==> src/rtl/uart_rx_frame_ctrl.sv <==
// Frame controller behind the UART receiver: SYNC, OPCODE, LEN, payload, CHK.
// Validated frames are held for the core behind a valid/ready handshake.
module uart_rx_frame_ctrl #(
  parameter int          CLOCK_FREQUENCY = 50_000_000,
  parameter int          TIMEOUT_CYCLES  = 500_000,
  parameter int          MAX_LEN         = 16,
  parameter logic [7:0]  SYNC_BYTE       = 8'hA5,
  localparam int         LW              = $clog2(MAX_LEN + 1),
  localparam int         AW              = $clog2(MAX_LEN),
  localparam int         TW              = (CLOCK_FREQUENCY > 0) ? $clog2(TIMEOUT_CYCLES + 1) : 32
) (
  input  logic          i_clk,
  input  logic          i_rst_n,
  input  logic          i_rx_done,
  input  logic [7:0]    i_rx_byte,
  output logic          o_cmd_valid,
  input  logic          i_cmd_ready,
  output logic [7:0]    o_cmd_opcode,
  output logic [LW-1:0] o_cmd_len,
  input  logic [AW-1:0] i_pld_addr,
  output logic [7:0]    o_pld_byte,
  output logic          o_busy,
  output logic          o_err_chk,
  output logic          o_err_len,
  output logic          o_err_timeout,
  output logic          o_err_overrun
);

  typedef enum logic [2:0] {
    S_IDLE    = 3'd0,
    S_OPCODE  = 3'd1,
    S_LEN     = 3'd2,
    S_PAYLOAD = 3'd3,
    S_CHK     = 3'd4,
    S_HOLD    = 3'd5
  } state_t;

  localparam logic [7:0]    MAX_LEN_B = 8'(MAX_LEN);
  localparam logic [TW-1:0] TMO_LAST  = TW'(TIMEOUT_CYCLES - 1);

  state_t          state_r;
  logic            rx_done_q_r;
  logic            valid_r;
  logic [7:0]      opcode_r;
  logic [LW-1:0]   len_r;
  logic [7:0]      chk_r;
  logic [LW-1:0]   cnt_r;
  logic [TW-1:0]   tmo_r;
  logic [7:0]      pld_r;
  logic            err_chk_r;
  logic            err_len_r;
  logic            err_tmo_r;
  logic            err_ovr_r;
  logic [7:0]      ram [0:MAX_LEN-1];

  logic            byte_stb_s;
  logic            in_frame_s;
  logic            tmo_hit_s;
  logic            ram_we_s;
  logic [LW-1:0]   cnt_inc_s;

  assign byte_stb_s = i_rx_done & ~rx_done_q_r;
  assign in_frame_s = (state_r == S_OPCODE) || (state_r == S_LEN) ||
                      (state_r == S_PAYLOAD) || (state_r == S_CHK);
  // A byte arriving in the expiry cycle wins over the timeout.
  assign tmo_hit_s  = in_frame_s & ~byte_stb_s & (tmo_r == TMO_LAST);
  assign ram_we_s   = (state_r == S_PAYLOAD) & byte_stb_s;
  assign cnt_inc_s  = cnt_r + LW'(1);

  always_ff @(posedge i_clk or negedge i_rst_n) begin
    if (!i_rst_n) begin
      rx_done_q_r <= 1'b0;
    end else begin
      rx_done_q_r <= i_rx_done;
    end
  end

  always_ff @(posedge i_clk or negedge i_rst_n) begin
    if (!i_rst_n) begin
      tmo_r <= {TW{1'b0}};
    end else if (!in_frame_s || byte_stb_s || tmo_hit_s) begin
      tmo_r <= {TW{1'b0}};
    end else begin
      tmo_r <= tmo_r + TW'(1);
    end
  end

  always_ff @(posedge i_clk or negedge i_rst_n) begin
    if (!i_rst_n) begin
      state_r   <= S_IDLE;
      valid_r   <= 1'b0;
      opcode_r  <= 8'd0;
      len_r     <= {LW{1'b0}};
      chk_r     <= 8'd0;
      cnt_r     <= {LW{1'b0}};
      err_chk_r <= 1'b0;
      err_len_r <= 1'b0;
      err_tmo_r <= 1'b0;
      err_ovr_r <= 1'b0;
    end else begin
      err_chk_r <= 1'b0;
      err_len_r <= 1'b0;
      err_tmo_r <= 1'b0;
      err_ovr_r <= 1'b0;
      if (tmo_hit_s) begin
        err_tmo_r <= 1'b1;
        state_r   <= S_IDLE;
      end else begin
        case (state_r)
          S_IDLE: begin
            if (byte_stb_s && (i_rx_byte == SYNC_BYTE)) state_r <= S_OPCODE;
          end
          S_OPCODE: begin
            if (byte_stb_s) begin
              opcode_r <= i_rx_byte;
              chk_r    <= i_rx_byte;
              state_r  <= S_LEN;
            end
          end
          S_LEN: begin
            if (byte_stb_s) begin
              if (i_rx_byte > MAX_LEN_B) begin
                err_len_r <= 1'b1;
                state_r   <= S_IDLE;
              end else begin
                len_r   <= i_rx_byte[LW-1:0];
                chk_r   <= chk_r ^ i_rx_byte;
                cnt_r   <= {LW{1'b0}};
                state_r <= (i_rx_byte == 8'd0) ? S_CHK : S_PAYLOAD;
              end
            end
          end
          S_PAYLOAD: begin
            if (byte_stb_s) begin
              chk_r <= chk_r ^ i_rx_byte;
              cnt_r <= cnt_inc_s;
              if (cnt_inc_s == len_r) state_r <= S_CHK;
            end
          end
          S_CHK: begin
            if (byte_stb_s) begin
              if (i_rx_byte == chk_r) begin
                valid_r <= 1'b1;
                state_r <= S_HOLD;
              end else begin
                err_chk_r <= 1'b1;
                state_r   <= S_IDLE;
              end
            end
          end
          S_HOLD: begin
            if (byte_stb_s) err_ovr_r <= 1'b1;
            if (valid_r && i_cmd_ready) begin
              valid_r <= 1'b0;
              state_r <= S_IDLE;
            end
          end
          default: state_r <= S_IDLE;
        endcase
      end
    end
  end

  // Payload storage; contents need no reset.
  always_ff @(posedge i_clk) begin
    if (ram_we_s) ram[cnt_r[AW-1:0]] <= i_rx_byte;
  end

  always_ff @(posedge i_clk or negedge i_rst_n) begin
    if (!i_rst_n) begin
      pld_r <= 8'd0;
    end else begin
      pld_r <= ram[i_pld_addr];
    end
  end

  assign o_cmd_valid   = valid_r;
  assign o_cmd_opcode  = opcode_r;
  assign o_cmd_len     = len_r;
  assign o_pld_byte    = pld_r;
  assign o_busy        = in_frame_s;
  assign o_err_chk     = err_chk_r;
  assign o_err_len     = err_len_r;
  assign o_err_timeout = err_tmo_r;
  assign o_err_overrun = err_ovr_r;

endmodule

==> config.mk <==
export PLATFORM = sky130hd
export DESIGN_NAME = uart_rx_frame_ctrl
export DESIGN_NICKNAME = d
export VERILOG_FILES = /design/src/rtl/uart_rx_frame_ctrl.sv
export SDC_FILE = /design/constraint.sdc
export NUM_CORES = 1
export LEC_CHECK = 0
export CAP_MARGIN = 10
export CORE_ASPECT_RATIO = 0.5
export CORE_MARGIN = 5
export CORE_UTILIZATION = 50
export DETAILED_ROUTE_END_ITERATION = 8
export PLACE_DENSITY = 0.68
export SLEW_MARGIN = 20
export SYNTH_ARGS = -nofsm -noshare
export SYNTH_HDL_FRONTEND = slang
export SYNTH_SLANG_ARGS = --single-unit
==> constraint.sdc <==
create_clock -name i_clk -period 2.62 [get_ports i_clk]
set_input_delay 0.262 -clock i_clk [delete_from_list [all_inputs] [get_ports i_clk]]
set_output_delay 0.262 -clock i_clk [all_outputs]
set_load 0.01 [all_outputs]
# Word level (Yosys, flattened, before mapping)
# Memories as Yosys holds them, arrays and structs flattened. A register that Yosys moved wholly into a read port is not among the register bits.
# Index checks and enable logic that the tools add are counted.
[word_totals]
ff_bits = 54
ram_bits = 128
input_bits = 16
output_inout_bits = 27
wordCells = 108
n_memories = 1
[classes]
add_sub_neg = 2
n_lt_le_gt_ge = 1
eq_ne = 23
muxes = 40
bitwise_logic = 9
reduce_logical = 20
[memory_table]
columns = ["name", "words", "word_bits", "rd", "rd_ports_with_merged_regs", "write_ports", "line_no", "source"]
rows = [
  ["ram", 16, 8, 1, 1, 1, "54", "logic [7:0] ram [0:MAX_LEN-1];"],
]
[ops]
columns = ["op", "count"]
rows = [
  ["3-bit 2-to-1 mux", 11],
  ["8-bit 2-to-1 mux", 4],
  ["8-bit case mux with 3 select lines", 1],
  ["19-bit by 1-bit adder with 19-bit output, second input constant", 1],
  ["19-bit equality test, second input constant", 1],
  ["19-bit 2-to-1 mux", 1],
  ["3-bit inequality test, second input constant", 6],
  ["3-bit case mux with 6 select lines", 1],
  ["1-bit 2-to-1 mux", 17],
  ["5-bit 2-to-1 mux", 3],
  ["2-bit inequality test, second input constant", 6],
  ["5-bit case mux with 2 select lines", 1],
  ["5-bit AND reduction", 2],
  ["8-bit equality test", 1],
  ["8-bit equality test, second input constant", 1],
  ["8-bit by 5-bit greater-than comparator with 1-bit output, second input constant", 1],
  ["8-bit logical NOT", 1],
  ["8-bit XOR", 1],
  ["7-bit AND reduction", 1],
  ["3-bit by 2-bit equality test with 1-bit output, second input constant", 2],
  ["3-bit equality test, second input constant", 2],
  ["6-bit AND reduction", 1],
  ["5-bit by 1-bit adder with 5-bit output, second input constant", 1],
  ["5-bit equality test", 1],
  ["other kinds (14)", 27],
]

# Depth between registers and ports, before layout
[depth]
depth_word = 8
depth_mapped = 7
ltp_nobuf = 7

# Worst setup path after synthesis
# OpenSTA, ideal clock, no wires.
[synth_timing]
kind = "flip-flop to flip-flop"
startpoint = "register rx_done_q_r"
endpoint = "memory ram[3][0] (enable)"
setup_ns = 0.383
t_arrival_ns = 1.702
t_required_ns = 2.237
setup_slack_ns = 0.534
stages_incl_launch_ff = 6
path_cell_list = "dfrtp_1 nor2b_1 nand2_1 nor2_1 nand2_1 nor3_1"
[synth_between]
elab_chain_cells = 5
[synth_rtl]
columns = ["element", "line_no", "source"]
rows = [
  ["from (decl)", "42", "logic rx_done_q_r;"],
  ["from (signal assigned)", "74", "rx_done_q_r <= i_rx_done;"],
  ["1-bit NOT", "62", "assign byte_stb_s = i_rx_done & ~rx_done_q_r;"],
  ["1-bit AND", "62", ""],
  ["1-bit AND", "67", "assign ram_we_s = (state_r == S_PAYLOAD) & byte_stb_s;"],
  ["1-bit 2-to-1 mux", "166", "if (ram_we_s) ram[cnt_r[AW-1:0]] <= i_rx_byte;"],
  ["1-bit 2-to-1 mux (not written as such)", "166", ""],
  ["to (decl)", "54", ""],
]
# Every way passes these cells.

# Worst setup path after layout
[layout_timing]
startpoint = "register state_r[0]"
endpoint = "output o_busy"
[layout_between]
elab_chain_cells = 4
[layout_rtl]
columns = ["element", "line_no", "source"]
rows = [
  ["from (decl)", "41", "state_t state_r;"],
  ["from (signal assigned)", "129", "state_r <= (i_rx_byte == 8'd0) ? S_CHK : S_PAYLOAD;"],
  ["3-bit by 1-bit equality test with 1-bit output or 3-bit by 2-bit equality test with 1-bit output (tied branches)", "63", "assign in_frame_s = (state_r == S_OPCODE) || (state_r == S_LEN) ||"],
  ["1-bit logical OR (2 in a row)", "63", ""],
  ["1-bit logical OR (*)", "64", "(state_r == S_PAYLOAD) || (state_r == S_CHK);"],
  ["to (decl)", "22", "output logic o_busy,"],
]
# Every way passes the cells marked *; elsewhere a longest branch is shown, timed or not.

==> results.toml <==
[outcome]
status = "complete, no violations"

[sta]
timing.fmax_mhz = 414
relSlewSlack = 0.538
setup_viol = 0
skew_ns = 0.00861
worstMarginPinSlew_ns = 0.691
fin_crit_ns = 2.42
slew_violations = 0
hold_viol = 0
finalSetupTns_ns = 0
rsz0062_at_grt = "no"
post-route-period-util = 0.922
hold_slack_ns = 0.335

[min_path]
hp-class = "input port to flip-flop"

[placed_design]
dp_hpwl_um = 10900
gp_congestion = 0.811
dp_cells = 751
port_buffers = 42

[synthesis]
yosysMostFrequentCell = "edfxtp_1"
synthCells = 497
ys_top_cells_by_area = "edfxtp_1, dfrtp_1, mux4_2"
ys_seq_area_frac = 0.673
synth_commonest_cells = "edfxtp_1, dfrtp_1, mux4_2, nor2_1, nand2_1"
ys_types = 56
ys_warn_count = 0
synth.top_cell.area_share = 0.480
synth_flop_cell = "edfxtp_1"
synth_top_area_cell = "edfxtp_1"
syn_avg_cell_area_um2 = 16.1
synthArstFlopShare = 0.326
synth_area_um2 = 8010
synth_edf_count = 128
ys_ff_latch = 190
syn-num-nets = 518

[setup_path]
crit_path_start_kind = "flip-flop"
crit_slowest_cell = "dfrtp_1"
max_stage_delay_ns = 0.56
cp_num_cells = 3
crit_family = "simple AND/OR/NAND/NOR gates"
cp-end-kind = "primary output"
crit_start = "state_r[0]$_DFFE_PN0P_"
path_cells = "or3_1, and2_1, clkdlybuf4s50_1"
r2r_slack_ns = 0.48
reg2regPathDepth = 7
setup.worst_path.class = "flip-flop to primary output"
crit_required_ns = 2.36
worstPathArrival_ns = 2.15
critPathCapture = "o_busy"
cp_max_fo = 18
r2r_end = "state_r[2]$_DFFE_PN0P_"
reg2reg_from = "cnt_r[0]$_DFFE_PN0P_"
path_buf_inv = 1

[die]
row_count = 32
coreArea_um2 = 15600
io_pins = 43
fp.dieW_um = 189
fp.dieArea_um2 = 18800
die_h_um = 99.5
start_util = 0.515

[clock_tree]
cts_buffer_depth = 2
tritoncts = "yes"
clk_latency_ns = 0.43
cts_max_level = 4
path_clk_slew_ns = 0.07
cts_setup_buffers = 0
root_buffer = "clkbuf_16"
clock_sinks = 190
numCtsBuffers = 17

[power_and_ir_drop]
peakVddDrop_mv = 0.467
power_density_nw_per_um2 = 796
p_leak_nw = 3.36

[finish]
num_antenna_cells = 0
nNetsFinal = 588
drive_gt1_frac = 0.210
instances_no_fill = 784
final_util = 0.606
area_delta_synth_final_pct = 17.7

[route]
ant_nets = 0
drc = 0
drt_first_pass_iters = 5
wl_um = 16400
drt-wirelength-per-cell_um = 21.0
routed_via_density = 5.69
vias = 4462
drt_iter0_markers = 342

[grt]
grt_start_max_net_pins = 36
grt_pass1_vias = 4502
antenna_found_initial = 0
grt_pass1_wl_um = 26200
track_usage = 0.185
grt_overflow = 0

[flow_run]
cap_violations = 0
worst min-delay path by stage:
stage | from | end | slack, ns | depth (start not counted)
after floorplan | i_rst_n | chk_r[0]$_DFFE_PN0P_ | -0.03 | 0
after global placement | i_rst_n | tmo_r[3]$_DFF_PN0_ | 0.33 | 1
after detailed placement | i_rst_n | tmo_r[3]$_DFF_PN0_ | 0.35 | 1
after CTS | i_rx_done | rx_done_q_r$_DFF_PN0_ | 0.32 | 1
after global routing | i_rx_done | rx_done_q_r$_DFF_PN0_ | 0.34 | 1
final | i_rx_done | rx_done_q_r$_DFF_PN0_ | 0.33 | 1
registers in the layout, summed over array words and instances, names as in the netlist, 3 cells and up:
register and count:
chk_r 8, cnt_r 5, o_cmd_len 5, o_cmd_opcode 8, o_pld_byte 8, ram 128
state_r 3, tmo_r 19
per-layer routing:
metal  up-vias  part of all wire  track usage
li1       2036                 -            -
met1      2298              0.46        0.273
met2       119              0.48        0.290
met3         9             0.055       0.0414
met4         0            0.0065       0.0353
met5         -                 0            0
power by group:
| part | leakage, nW | switching (W) | internal (W) |
|---|---|---|---|
| clock | 0.274 | 0.00122 | 0.00127 |
| combinational | 1.14 | 0.000663 | 0.000672 |
| sequential | 1.95 | 0.000252 | 0.00343 |
| total | 3.36 | 0.00214 | 0.00537 |
cell families after synthesis:
| kind of cell | Yosys count | share of synthesized area |
|---|---|---|
| xor gates and xnor gates | 33 | 0.0378 |
| buffers and inverters | 38 | 0.0222 |
| adders and majority gates | 5 | 0.00781 |
| and+or+nand+nor | 134 | 0.0835 |
| AOI/OAI and AO/OA | 34 | 0.0323 |
| muxes | 63 | 0.143 |
| DFF | 190 | 0.673 |
worst reg2reg max path, stage by stage (launching register included):
cell	delay, ns
dfrtp_1	0.47
inv_1	0.10
ha_1	0.33
xor2_1	0.15
nor3_1	0.18
a41oi_1	0.27
or3_1	0.43
a21oi_1	0.14
cell usage in the layout, fill, tap and decap left out, types with 11 or more instances in the layout:
master / instances
edfxtp_1: 128
dfrtp_1: 62
mux4_2: 40
nor2_1: 40
clkdlybuf4s50_1: 40
nand2_1: 33
buf_4: 31
xnor2_1: 22
clkbuf_16: 17
inv_1: 11
nand3_1: 11
cell type report:
class / count / area, µm²
Timing Repair Buffer: 77 / 713
Tap cell: 204 / 255
Clock buffer: 17 / 425
Sequential cell: 190 / 5400
Fill cell: 1144 / 6140
Inverter: 12 / 45.0
Multi-Input combinational cell: 269 / 2440
Clock inverter: 15 / 156
per-stage QoR:
step | cell area [µm²] | worst slack (ns) | power (W)
after floorplan | 8010 | 0.534 | 0.00456
after global placement | 8840 | 0.179 | 0.00506
after detailed placement | 8840 | 0.104 | 0.00508
after CTS | 9430 | 0.188 | 0.00757
after global routing | 9430 | 0.0982 | 0.00788
final | 9430 | 0.203 | 0.00751
repair_timing:
item,4_1_cts,5_1_grt
hold buffers,1,0
endpoints found under the hold margin,27,0
resized for setup,0,0
Power figures use the tool's default switching activity.
==> edit 1, RTL diff (same flow settings) <==
Make the reset (`i_rst_n`) synchronous in 4 clocked blocks.
--- a/src/rtl/uart_rx_frame_ctrl.sv
+++ b/src/rtl/uart_rx_frame_ctrl.sv
@@ -67,7 +67,7 @@
   assign ram_we_s   = (state_r == S_PAYLOAD) & byte_stb_s;
   assign cnt_inc_s  = cnt_r + LW'(1);
 
-  always_ff @(posedge i_clk or negedge i_rst_n) begin
+  always_ff @(posedge i_clk) begin
     if (!i_rst_n) begin
       rx_done_q_r <= 1'b0;
     end else begin
@@ -75,7 +75,7 @@
     end
   end
 
-  always_ff @(posedge i_clk or negedge i_rst_n) begin
+  always_ff @(posedge i_clk) begin
     if (!i_rst_n) begin
       tmo_r <= {TW{1'b0}};
     end else if (!in_frame_s || byte_stb_s || tmo_hit_s) begin
@@ -85,7 +85,7 @@
     end
   end
 
-  always_ff @(posedge i_clk or negedge i_rst_n) begin
+  always_ff @(posedge i_clk) begin
     if (!i_rst_n) begin
       state_r   <= S_IDLE;
       valid_r   <= 1'b0;
@@ -166,7 +166,7 @@
     if (ram_we_s) ram[cnt_r[AW-1:0]] <= i_rx_byte;
   end
 
-  always_ff @(posedge i_clk or negedge i_rst_n) begin
+  always_ff @(posedge i_clk) begin
     if (!i_rst_n) begin
       pld_r <= 8'd0;
     end else begin
Formal check against the unedited RTL: differs if i_rst_n is asserted again (counterexample within 4 cycles, from zero or initial values and one cycle with i_rst_n low); with i_rst_n held inactive, the same outputs for 10 cycles.
==> edit 1 against the original RTL <==
- setup slack better by 26 ps
- sequential cell count did not move
- synthesized area fell by 3.5%
- critical path depth increased by 1
- cell area is 4.2% lower
- routed wire length is 1.7% higher
- first-iteration DRC count up 42%
- highest routed layer unchanged
Power is not compared: it rests on default switching activity, and its combinational part moved more than twofold at a synthesized area within 25%.
==> edit 1: results <==
metrics = {
    "run_status": {
        "status": "finished, final reports clean",
    },
    "synth": {
        "ys_async_sr_fraction_pct": 0,
        "synthFlopType": "edfxtp_1",
        "synth.area.top_cells": "edfxtp_1, dfxtp_1, mux4_2",
        "synth_edf_count": 128,
        "ys_types": 41,
        "synth_warnings": 0,
        "synth_seq_area_share_pct": 65.72,
        "synth_nets": 554,
        "synth_common_cells": "edfxtp_1, dfxtp_1, nor2_1",
    },
    "layout": {
        "final_layout_size_suffix_gt1_share_pct": 16.39,
        "fin_nets": 612,
        "nFillCells": 1195,
        "num_antenna_cells": 0,
        "largest_reg_flops": 128,
    },
    "worst_setup_path": {
        "slowest_delay_ps": 520,
        "critical-path-top-delay-family": "simple AND/OR/NAND/NOR gates",
        "cp_data_arrival_time_ps": 2470,
        "crit_path_max_fanout": 10,
        "slowest_stage": "dfxtp_1",
    },
    "hold_path": {
        "min_path_type": "primary input to register",
    },
    "global_route": {
        "grt_pass1_vias": 4498,
        "grt_max_degree": 33,
        "track_usage_pct": 19.08,
        "grt_pass1_wl_um": 25900,
        "antenna_found_initial": 0,
    },
    "power_and_ir_drop": {
        "p_sw_share_pct": 22.53,
        "p_leak_nw": 2.968,
        "ir_worst_vdd_mv": 0.4194,
    },
    "place": {
        "portBuffers": 42,
        "dp_hpwl_um": 11160,
        "gp_congestion": 0.8424,
    },
    "detailed_routing": {
        "wl_per_cell_um": 20.68,
        "wl_met2_um": 7593,
        "drt-met1-wl_um": 7805,
        "vias": 4556,
        "maxUsedRoutingLayer": "met4",
        "route.met3.wl_um": 1192,
        "firstDrtPassIters": 5,
        "dr.first_iter.drc_count": 485,
    },
    "clocking": {
        "cts_buffer_depth": 2,
        "clkTransAtPathRegs_ps": 70,
        "cts_buffers": 17,
        "cts_resized": 0,
        "clk_latency_ps": 430,
        "cts_max_level": 4,
        "cts_root_buf": "clkbuf_16",
        "post_cts_buffers": 0,
    },
    "timing": {
        "clock_skew_ps": 8.895,
        "worstMarginPinSlew_ps": 834.7,
    },
}
-- edit 1: metal layers --
metal | vias to the layer above | global-route usage [%]
li1 | 2112 | -
met1 | 2285 | 27.98
met2 | 145 | 28.73
met3 | 14 | 5.731
met4 | 0 | 3.693
met5 | - | 0
-- edit 1: worst reg2reg max path: cells and delay by family (launching register included) --
| family | cells | cell delay [ps] |
|---|---|---|
| simple gates | 4 | 1540 |
| flops | 1 | 520 |
-- edit 1: worst paths after layout --
path         cells after the start  startpoint  slack, ps     endpoint
max reg2reg                      4  state_r[1]        230    ram[8][0]
min                              2   i_rx_done        460  rx_done_q_r
min reg2reg                      1    tmo_r[0]        470     tmo_r[0]
max                              4  state_r[1]        230    ram[8][0]
-- edit 1: metrics by stage --
step	hold WS, ps	instances	cell area [µm²]	setup WS, ps	power [W]
floorplan	360.9	533	7737	760.1	0.003416
global placement	441.0	776	8481	249.3	0.003551
detailed placement	459.3	776	8481	189.5	0.003554
CTS	454.1	808	9036	293.9	0.005951
global route	488.5	808	9036	34.20	0.006116
finish	462.7	808	9036	229.1	0.005911
-- edit 1: cell type report --
class                   instances  area [µm²]  share of cell area (%)
repair buffers                 67       615.6                   6.813
inverters                       6       22.52                  0.2492
multi-input cells             309        2502                   27.69
flip-flops and latches        190        5085                   56.27
clock buffers                  17       425.4                   4.708
well taps                     204       255.2                   2.825
clock inverters                15       130.1                   1.440
-- edit 1: logic make-up after synthesis --
kind of cell               Yosys count  share of synthesized area [%]
adders and majority gates            5                         0.8085
buffers and inverters               34                          1.940
AOI/OAI and AO/OA                   55                          4.398
DFF                                190                          65.72
and+or+nand+nor                    171                          11.08
muxes                               47                          12.55
xor gates and xnor gates            31                          3.509
-- edit 1: power by group through the flow --
stage,clock network [W],registers [W],logic (W)
detailed placement,0,0.00327,0.000281
finish,0.00243,0.00321,0.000279
global route,0.00261,0.00321,0.000299
global placement,0,0.00327,0.000278
CTS,0.00246,0.00321,0.000282
floorplan,0,0.00328,0.000136
==> edit 2, RTL diff (config.mk and constraints unchanged) <==
Made on the original files. `TIMEOUT_CYCLES`: 500_000 -> 2_000_000.
--- a/src/rtl/uart_rx_frame_ctrl.sv
+++ b/src/rtl/uart_rx_frame_ctrl.sv
@@ -2,7 +2,7 @@
 // Validated frames are held for the core behind a valid/ready handshake.
 module uart_rx_frame_ctrl #(
   parameter int          CLOCK_FREQUENCY = 50_000_000,
-  parameter int          TIMEOUT_CYCLES  = 500_000,
+  parameter int          TIMEOUT_CYCLES  = 2_000_000,
   parameter int          MAX_LEN         = 16,
   parameter logic [7:0]  SYNC_BYTE       = 8'hA5,
   localparam int         LW              = $clog2(MAX_LEN + 1),
Formal check against the unedited RTL: no difference found for any inputs over 10 cycles, from zero or initial values and one cycle with i_rst_n low; that may be too few to reach the edited logic, so the function may still have changed.
==> edit 2 against the original RTL <==
- sequential cell count up 2
- largest cell class unchanged
- hold slack worse by 310 ps
- cell area up 0.31%
- maximum frequency up 1.8%
- sequential power down 2%
- synthesized area up 0.64%
- core utilization about the same
- die area up 0.59%
- routed wire length down 0.71%
- via count down 3.1%
- power up 0.87%
- setup slack better by 42 ps
- clock skew up 10 ps
- non-clock buffer count down 7
==> edit 2: results <==
metrics = {
    "worst_setup_path": {
        "crit_path_max_fanout": 11,
        "cp_data_arrival_time_ps": 2110,
        "slowest_delay_ps": 610,
        "r2r_setup_slack_ps": 510,
        "slowest_stage": "clkdlybuf4s50_1",
    },
    "detailed_routing": {
        "dr.first_iter.drc_count": 403,
        "routed_wl_um": 16320,
        "vias_per_cell": 5.636,
        "firstDrtPassIters": 4,
    },
    "layout": {
        "num_antenna_cells": 0,
        "final_layout_size_suffix_gt1_share_pct": 22.38,
        "fin_nets": 571,
        "largest_reg_flops": 128,
    },
    "synth": {
        "synth_warnings": 0,
        "synth.area.top_cells": "edfxtp_1, dfrtp_1, mux4_2",
        "synth_nets": 507,
        "ys_types": 56,
        "synth_common_cells": "edfxtp_1, dfrtp_1, mux4_2",
        "synth_seq_area_share_pct": 67.51,
        "synth_edf_count": 128,
        "ys_async_sr_fraction_pct": 33.33,
        "synthFlopType": "edfxtp_1",
    },
    "floorplanning": {
        "initial_utilization_pct": 51.65,
    },
    "timing": {
        "worstMarginPinSlew_ps": 832.8,
        "clock_skew_ps": 18.65,
        "timing.fmax_ghz": 0.4211,
    },
    "global_route": {
        "grt_pass1_wl_um": 25580,
        "antenna_found_initial": 0,
        "track_usage_pct": 18.08,
        "grt_pass1_vias": 4451,
        "grt_max_degree": 65,
    },
    "clocking": {
        "cts_resized": 0,
        "cts_hold_buf": 0,
        "clkTransAtPathRegs_ps": 80,
        "clk_latency_ps": 430,
        "cts_max_level": 4,
        "cts_buffer_depth": 2,
        "cts_root_buf": "clkbuf_16",
        "cts_buffers": 17,
        "post_cts_buffers": 0,
    },
    "place": {
        "dp_hpwl_um": 10880,
        "portBuffers": 42,
        "dp_slack_ps": 242.7,
        "gp_congestion": 0.8153,
    },
    "run_status": {
        "status": "finished, final reports clean",
    },
    "hold_path": {
        "min_path_type": "primary input to asynchronous set/reset pin",
    },
    "power_and_ir_drop": {
        "ir_worst_vdd_mv": 0.4105,
        "p_leak_nw": 3.396,
        "p_int_w": 0.005395,
    },
}
-- edit 2: cell count changes in the layout (fill, tap and decap cells not counted), sizes merged, moves of 9 or more --
cell   unedited run  this run
nand2            33        19
and2              3        16
mux2i            10         1
nor2             40        31
-- edit 2: cells by family after synthesis --
logic type / synth area share (%)
and+or+nand+nor: 8.998
muxes: 13.11
AOI/OAI and AO/OA: 3.692
buffers and inverters: 1.800
DFF: 67.51
adders and majority gates: 0.8998
xor gates and xnor gates: 3.987
-- edit 2: layout make-up --
type / count / area, µm²
Clock buffer: 17 / 425.4
Tap cell: 204 / 255.2
Clock inverter: 15 / 190.2
Inverter: 5 / 18.77
Timing Repair Buffer: 70 / 645.6
Multi-Input combinational cell: 264 / 2480
Sequential cell: 192 / 5445
Fill cell: 1163 / 6155
-- edit 2: final timing paths --
path	startpoint	end	cells past startpoint
setup / recovery	state_r[0]	o_busy	4
max in group asynchronous	i_rst_n	cnt_r[3]	2
min in group i_clk	i_rx_done	rx_done_q_r	1
setup reg to reg	cnt_r[0]	state_r[0]	7
hold reg to reg	tmo_r[0]	tmo_r[0]	1
hold / removal	i_rst_n	tmo_r[11]	2
-- edit 2: metal layers --
metal / wire length [µm] / GRT usage (%) / vias up
met5: 0 / 0 / -
met2: 7692 / 28.17 / 114
met3: 1007 / 4.204 / 11
met1: 7445 / 25.88 / 2200
li1: - / - / 1998
met4: 172 / 5.444 / 0
-- edit 2: critical path, delay by kind of cell, from the launching register on --
family        cells  cell delay, ps
buf+inv           2             820
flops             1             450
xor+xnor          1             230
simple gates      1             200
-- edit 2: metrics by stage --
stage	area (µm²)	std cells	total power (W)	hold slack [ps]	util, %
detailed placement	8845	735	0.005054	472.7	56.64
CTS	9460	767	0.007640	45.56	60.58
global placement	8845	735	0.005034	464.8	56.64
floorplan	8065	486	0.004469	-33.59	-
finish	9460	767	0.007570	23.22	60.58
global route	9460	767	0.007908	97.23	60.58
-- edit 2: power by group through the flow --
| stage | registers, W | clock network, W | logic (W) |
|---|---|---|---|
| 2_1_floorplan | 0.00364 | 0 | 0.000826 |
| 4_1_cts | 0.00359 | 0.00264 | 0.00141 |
| 3_5_place_dp | 0.00365 | 0 | 0.00140 |
| 5_1_grt | 0.00362 | 0.00277 | 0.00152 |
| 6_report | 0.00359 | 0.00259 | 0.00139 |
| 3_3_place_gp | 0.00365 | 0 | 0.00138 |
